`src/rtl/mc_control_fsm.sv`:
```
`default_nettype none
// ============================================================================
//  Module      : mc_control_fsm
//  Description : Multicycle control FSM with memory wait-state handshake,
//                bus-timeout watchdog and precise traps.
//  Revision    : 2.0 - wait states, watchdog, trap sequencing
// ============================================================================
module mc_control_fsm #(
    parameter int OPCODE_W = 6,
    parameter int WAIT_W   = 4,
    parameter int MAX_WAIT = 15,
    parameter int IRQ_EN   = 1
) (
    input  logic                CLK,
    input  logic                Reset,
    input  logic [OPCODE_W-1:0] Opcode,
    input  logic                mem_ready,
    input  logic                irq,
    output logic [1:0]          ALUOp,
    output logic                ALUSrcA,
    output logic [2:0]          ALUSrcB,
    output logic [2:0]          WriteSrc,
    output logic [1:0]          WriteDest,
    output logic                CRWrite,
    output logic                RegWrite,
    output logic                MemRead,
    output logic                MemWrite,
    output logic                IorD,
    output logic                IRWrite,
    output logic                PCWrite,
    output logic                isBranch,
    output logic                EPCWrite,
    output logic [2:0]          PCSrc,
    output logic                trap,
    output logic [1:0]          trap_cause,
    output logic [3:0]          current_state,
    output logic [3:0]          next_state
);

    localparam logic [3:0] c_ST_FETCH   = 4'd0;
    localparam logic [3:0] c_ST_DECODE  = 4'd1;
    localparam logic [3:0] c_ST_EXEC_C  = 4'd2;
    localparam logic [3:0] c_ST_BRANCH  = 4'd3;
    localparam logic [3:0] c_ST_JUMP    = 4'd4;
    localparam logic [3:0] c_ST_JAL     = 4'd5;
    localparam logic [3:0] c_ST_JR      = 4'd6;
    localparam logic [3:0] c_ST_LDIMM   = 4'd7;
    localparam logic [3:0] c_ST_XFER    = 4'd8;
    localparam logic [3:0] c_ST_MEMADDR = 4'd9;
    localparam logic [3:0] c_ST_MEMRD   = 4'd10;
    localparam logic [3:0] c_ST_MEMWB   = 4'd11;
    localparam logic [3:0] c_ST_MEMWR   = 4'd12;
    localparam logic [3:0] c_ST_TRAP    = 4'd13;

    localparam logic [OPCODE_W-1:0] c_OP_C    = OPCODE_W'(0);
    localparam logic [OPCODE_W-1:0] c_OP_BEQ  = OPCODE_W'(1);
    localparam logic [OPCODE_W-1:0] c_OP_BNE  = OPCODE_W'(2);
    localparam logic [OPCODE_W-1:0] c_OP_J    = OPCODE_W'(3);
    localparam logic [OPCODE_W-1:0] c_OP_JAL  = OPCODE_W'(4);
    localparam logic [OPCODE_W-1:0] c_OP_JR   = OPCODE_W'(5);
    localparam logic [OPCODE_W-1:0] c_OP_LUI  = OPCODE_W'(6);
    localparam logic [OPCODE_W-1:0] c_OP_LLI  = OPCODE_W'(7);
    localparam logic [OPCODE_W-1:0] c_OP_MFC  = OPCODE_W'(8);
    localparam logic [OPCODE_W-1:0] c_OP_MTC  = OPCODE_W'(9);
    localparam logic [OPCODE_W-1:0] c_OP_LW   = OPCODE_W'(10);
    localparam logic [OPCODE_W-1:0] c_OP_SW   = OPCODE_W'(11);
    localparam logic [OPCODE_W-1:0] c_OP_SYS  = OPCODE_W'(12);

    localparam logic [WAIT_W-1:0] c_MAX_WAIT = WAIT_W'(MAX_WAIT);

    logic [3:0]        r_state;
    logic [WAIT_W-1:0] r_wait_cnt;
    logic [1:0]        r_trap_cause;
    logic [3:0]        w_next_state;
    logic [1:0]        w_next_cause;
    logic              w_timeout;
    logic              w_take_irq;
    logic [3:0]        w_done_state;

    // A ready arriving in the timeout cycle is a normal completion.
    assign w_timeout    = (MAX_WAIT != 0) && (r_wait_cnt == c_MAX_WAIT) && !mem_ready;
    assign w_take_irq   = (IRQ_EN != 0) && irq;
    assign w_done_state = w_take_irq ? c_ST_TRAP : c_ST_FETCH;

    always_comb begin
        w_next_state = c_ST_FETCH;
        w_next_cause = 2'b00;
        case (r_state)
            c_ST_FETCH: begin
                if (mem_ready) begin
                    w_next_state = c_ST_DECODE;
                end else if (w_timeout) begin
                    w_next_state = c_ST_TRAP;
                    w_next_cause = 2'b11;
                end else begin
                    w_next_state = c_ST_FETCH;
                end
            end
            c_ST_DECODE: begin
                case (Opcode)
                    c_OP_C:             w_next_state = c_ST_EXEC_C;
                    c_OP_BEQ, c_OP_BNE: w_next_state = c_ST_BRANCH;
                    c_OP_J:             w_next_state = c_ST_JUMP;
                    c_OP_JAL:           w_next_state = c_ST_JAL;
                    c_OP_JR:            w_next_state = c_ST_JR;
                    c_OP_LUI, c_OP_LLI: w_next_state = c_ST_LDIMM;
                    c_OP_MFC, c_OP_MTC: w_next_state = c_ST_XFER;
                    c_OP_LW, c_OP_SW:   w_next_state = c_ST_MEMADDR;
                    c_OP_SYS: begin
                        w_next_state = c_ST_TRAP;
                        w_next_cause = 2'b01;
                    end
                    default: begin
                        w_next_state = c_ST_TRAP;
                        w_next_cause = 2'b10;
                    end
                endcase
            end
            c_ST_EXEC_C, c_ST_BRANCH, c_ST_JUMP, c_ST_JAL, c_ST_JR,
            c_ST_LDIMM, c_ST_XFER, c_ST_MEMWB: begin
                w_next_state = w_done_state;
            end
            c_ST_MEMADDR: begin
                w_next_state = (Opcode == c_OP_SW) ? c_ST_MEMWR : c_ST_MEMRD;
            end
            c_ST_MEMRD: begin
                if (mem_ready) begin
                    w_next_state = c_ST_MEMWB;
                end else if (w_timeout) begin
                    w_next_state = c_ST_TRAP;
                    w_next_cause = 2'b11;
                end else begin
                    w_next_state = c_ST_MEMRD;
                end
            end
            c_ST_MEMWR: begin
                if (mem_ready) begin
                    w_next_state = w_done_state;
                end else if (w_timeout) begin
                    w_next_state = c_ST_TRAP;
                    w_next_cause = 2'b11;
                end else begin
                    w_next_state = c_ST_MEMWR;
                end
            end
            default: w_next_state = c_ST_FETCH;
        endcase
    end

    always_ff @(posedge CLK or posedge Reset) begin
        if (Reset) begin
            r_state      <= c_ST_FETCH;
            r_wait_cnt   <= '0;
            r_trap_cause <= 2'b00;
        end else begin
            r_state <= w_next_state;
            if (w_next_state != r_state) begin
                r_wait_cnt <= '0;
            end else if (!mem_ready && !(&r_wait_cnt)) begin
                r_wait_cnt <= r_wait_cnt + WAIT_W'(1);
            end
            if (w_next_state == c_ST_TRAP) begin
                r_trap_cause <= w_next_cause;
            end
        end
    end

    // Outputs are gated by Reset so nothing reaches the datapath while it is held.
    always_comb begin
        ALUOp     = 2'b00;
        ALUSrcA   = 1'b0;
        ALUSrcB   = 3'b000;
        WriteSrc  = 3'b000;
        WriteDest = 2'b00;
        CRWrite   = 1'b0;
        RegWrite  = 1'b0;
        MemRead   = 1'b0;
        MemWrite  = 1'b0;
        IorD      = 1'b0;
        IRWrite   = 1'b0;
        PCWrite   = 1'b0;
        isBranch  = 1'b0;
        EPCWrite  = 1'b0;
        PCSrc     = 3'b000;
        trap      = 1'b0;
        if (!Reset) begin
            case (r_state)
                c_ST_FETCH: begin
                    MemRead = 1'b1;
                    ALUSrcB = 3'b001;
                    IRWrite = mem_ready;
                    PCWrite = mem_ready;
                end
                c_ST_DECODE: ALUSrcB = 3'b011;
                c_ST_EXEC_C: begin
                    ALUSrcA  = 1'b1;
                    ALUOp    = 2'b10;
                    RegWrite = 1'b1;
                end
                c_ST_BRANCH: begin
                    ALUSrcA  = 1'b1;
                    ALUOp    = 2'b01;
                    isBranch = 1'b1;
                    PCSrc    = 3'b001;
                end
                c_ST_JUMP: begin
                    PCWrite = 1'b1;
                    PCSrc   = 3'b010;
                end
                c_ST_JAL: begin
                    PCWrite   = 1'b1;
                    PCSrc     = 3'b010;
                    RegWrite  = 1'b1;
                    WriteSrc  = 3'b001;
                    WriteDest = 2'b10;
                end
                c_ST_JR: begin
                    PCWrite = 1'b1;
                    PCSrc   = 3'b011;
                end
                c_ST_LDIMM: begin
                    RegWrite  = 1'b1;
                    WriteDest = 2'b01;
                    WriteSrc  = (Opcode == c_OP_LLI) ? 3'b011 : 3'b010;
                end
                c_ST_XFER: begin
                    if (Opcode == c_OP_MFC) begin
                        RegWrite  = 1'b1;
                        WriteSrc  = 3'b100;
                        WriteDest = 2'b01;
                    end else begin
                        CRWrite = 1'b1;
                    end
                end
                c_ST_MEMADDR: begin
                    ALUSrcA = 1'b1;
                    ALUSrcB = 3'b010;
                end
                c_ST_MEMRD: begin
                    MemRead = 1'b1;
                    IorD    = 1'b1;
                end
                c_ST_MEMWB: begin
                    RegWrite  = 1'b1;
                    WriteSrc  = 3'b101;
                    WriteDest = 2'b01;
                end
                c_ST_MEMWR: begin
                    MemWrite = 1'b1;
                    IorD     = 1'b1;
                end
                c_ST_TRAP: begin
                    trap     = 1'b1;
                    EPCWrite = 1'b1;
                    PCWrite  = 1'b1;
                    PCSrc    = 3'b100;
                end
                default: ;
            endcase
        end
    end

    assign trap_cause    = r_trap_cause;
    assign current_state = r_state;
    assign next_state    = Reset ? c_ST_FETCH : w_next_state;

endmodule
`default_nettype wire

```
`config.mk`:
```
export PLATFORM = sky130hd
export DESIGN_NAME = mc_control_fsm
export DESIGN_NICKNAME = d
export VERILOG_FILES = /design/src/rtl/mc_control_fsm.sv
export SDC_FILE = /design/constraint.sdc
export NUM_CORES = 1
export LEC_CHECK = 0
export BUFFER_PORTS_ARGS = -buffer_cell sky130_fd_sc_hd__buf_2
export CORE_ASPECT_RATIO = 1.2
export CORE_MARGIN = 2
export CORE_UTILIZATION = 26
export DETAILED_ROUTE_END_ITERATION = 16
export PLACE_DENSITY_LB_ADDON = 0.1
export SYNTH_ARGS = -nofsm -noshare
export SYNTH_HDL_FRONTEND = slang
export SYNTH_SLANG_ARGS = --single-unit
export TNS_END_PERCENT = 5
```
`constraint.sdc`:
```
create_clock -name CLK -period 4.2 [get_ports CLK]
set_input_delay 0.84 -clock CLK [delete_from_list [all_inputs] [get_ports CLK]]
set_output_delay 0.84 -clock CLK [all_outputs]
set_load 0.01 [all_outputs]
```
==> flow_metrics.tcl <==
set metrics [dict create \
    via_count 1330 \
    slew_headroom_pct 60.9 \
    n_antenna_cell 0 \
    die_w_um 65.8 \
    drc 0 \
    final_common_cell "buf_2" \
    synthFlopType "dfrtp_1" \
    grt_max_degree 21 \
    drt_wl_total_um 3700 \
    ys_warn_count 0 \
    fin_crit_ns 3.32 \
    post-place-ws_ns 0.971 \
    drive_gt1_share_pct 27.0 \
    hold_class "flop to flop" \
    slew_violations 0 \
    track_usage_pct 14.3 \
    antenna_found_initial 0 \
    worst_pin_slew_ns 0.587 \
    rsz0062_at_grt "false" \
    nNetsFinal 212 \
    min_to "trap_cause[0]" \
    num_io_pins 44 \
    syn_area_um2 1190 \
    start_util_pct 27.5 \
    wl_per_cell_um 14.5 \
    stdcell_area_um2 1460 \
    cts_tree "done" \
    hp-start "trap_cause[0]" \
    rrSetupSlack_ns 1.80 \
    dieArea_um2 5140 \
    numCtsBuffers 3 \
    synthCells 167 \
    r2r_start "current_state[2]" \
    globalRoute.totalOverflow 0 \
    worst_slack_ns 0.881 \
    cp-end-kind "output port" \
    cp_max_fo 18 \
    max_freq_mhz 301 \
    post_cts_resized 0 \
    rows 26 \
    cp.required_ns 3.36 \
    syn_nets 178 \
    start_kind "flop" \
    yosysSeqAreaShare_pct 21.0 \
    maxCapViolations 0 \
    first_iter_violations 54 \
    syn_area_per_cell_um2 7.13 \
    placed_area_um2 1410 \
    grt_pass1_wl_um 5800 \
    synth-async-reset-ratio_pct 100 \
    clock-sinks 10 \
    grt_pass1_vias 1180 \
    layout_common_cells "buf_2 (42), nor2_1 (16), nand2_1 (14)" \
    arrival_ns 2.48 \
    vias_per_cell 5.20 \
    powerDensity_nw_per_um2 656 \
    syn2layout_area_growth_pct 22.9 \
    utilization_pct 33.8 \
    dp_hpwl_um 2790 \
    cts.clk_slew.worst_paths_ns 0.05 \
    core_um2 4330 \
    synth_top_area_share_pct 21.0 \
    period_share_pct 79.0 \
    r2r_end "r_wait_cnt[0]" \
    cts_setup_buffers 0 \
    ir_worst_vdd_v 0.000329 \
    ys_ff_latch 10 \
    hold_violations 0 \
    clock-root-buffer "clkbuf_8" \
    dieHeight_um 78.1 \
    status "finished, final reports clean" \
    cellLeakagePower_nw 0.683 \
    setup_viol 0 \
    rr_worst_depth 6 \
    clock_skew_ns 0.00106 \
    gp_congestion 0.854 \
    place.port_buffers 42 \
    synth_area_leaders "dfrtp_1 (21%), nor3_1 (5.5%), nor4_1 (5.3%)" \
    synth_cell_types 48 \
    h-tree-depth 1 \
    whs_path_depth 1 \
    drt_pre_antenna_iters 4 \
    synth_edf_count 0 \
    setup_tns_ns 0 \
    cts_buffer_depth 2 \
    antenna_left 0 \
    yosys.area.top_type "dfrtp_1" \
    clk-insertion-delay-late_ns 0.24 \
    hold_buffers 0 \
    critical_path_class "flop to output port" \
    p_total_uw 960 \
]
## synth_stat cells, drive strengths merged (2+ instances only)
master	n
nor2	16
nand2	14
nor3	14
nor4	11
dfrtp	10
a21oi	9
buf	8
o21ai	8
and2	7
clkbuf	7
nand2b	6
nand3b	6
inv	5
xnor2	5
a211oi	3
a31oi	3
and3	3
nand3	3
nor2b	3
o211ai	3
nand4	2
o311ai	2
or3	2
## through the flow
step | hold WS, ns | cells
2_1_floorplan | 0.529 | 167
3_3_place_gp | 0.471 | 252
3_5_place_dp | 0.479 | 252
4_1_cts | 0.498 | 256
5_1_grt | 0.539 | 256
6_report | 0.493 | 256
## registers in the layout, summed over array words and instances, names as in the netlist
register / count
trap_cause: 2
r_wait_cnt: 4
current_state: 4
## per-layer routing
layer / up-vias / track usage, % / wire length, um
li1: 678 / - / -
met1: 619 / 20.0 / 1770
met2: 29 / 21.8 / 1750
met3: 4 / 2.01 / 146
met4: 0 / 5.83 / 29
met5: - / 0 / 0
## worst max-delay path, stage by stage (launching register included)
cell      delay (ns)
dfrtp_1         0.71
nand2b_1        0.45
o31ai_1         0.14
o21ai_2         0.31
and2_1          0.22
nand3b_1        0.11
and2_1          0.16
buf_2           0.13
## cell type report
class	count	area, um^2
Clock buffer	4	55.1
Fill cell	487	2860
Inverter	5	18.8
Multi-Input combinational cell	137	845
Sequential cell	10	250
Tap cell	56	70.1
Timing Repair Buffer	44	225
## how the worst max path moves through the flow
stage                                 from            end  slack [ns]  depth (start not counted)
final                     current_state[2]  next_state[2]        0.88                          7
after CTS                 current_state[2]  next_state[2]        0.87                          7
after floorplan                  Opcode[5]       RegWrite        1.31                          6
after global routing      current_state[2]  next_state[2]        0.66                          7
after detailed placement         Opcode[5]       RegWrite        0.97                          8
after global placement           Opcode[5]       RegWrite        1.01                          8
## power breakdown
group / internal, mW / switching [mW]
Sequential: 0.126 / 0.0815
Clock: 0.0827 / 0.0409
Combinational: 0.240 / 0.389
Total: 0.449 / 0.511
## cell families after synthesis
family / after synthesis / share of synthesized area, %
xor+xnor: 6 / 4.41
fa+ha+maj: 1 / 1.05
mux: 1 / 0.840
buf+inv: 20 / 8.09
flops: 10 / 21.0
compound gates: 36 / 20.7
simple gates: 92 / 43.6
other cells: 1 / 0.315
Note: power is estimated with default switching activity, not from simulation.
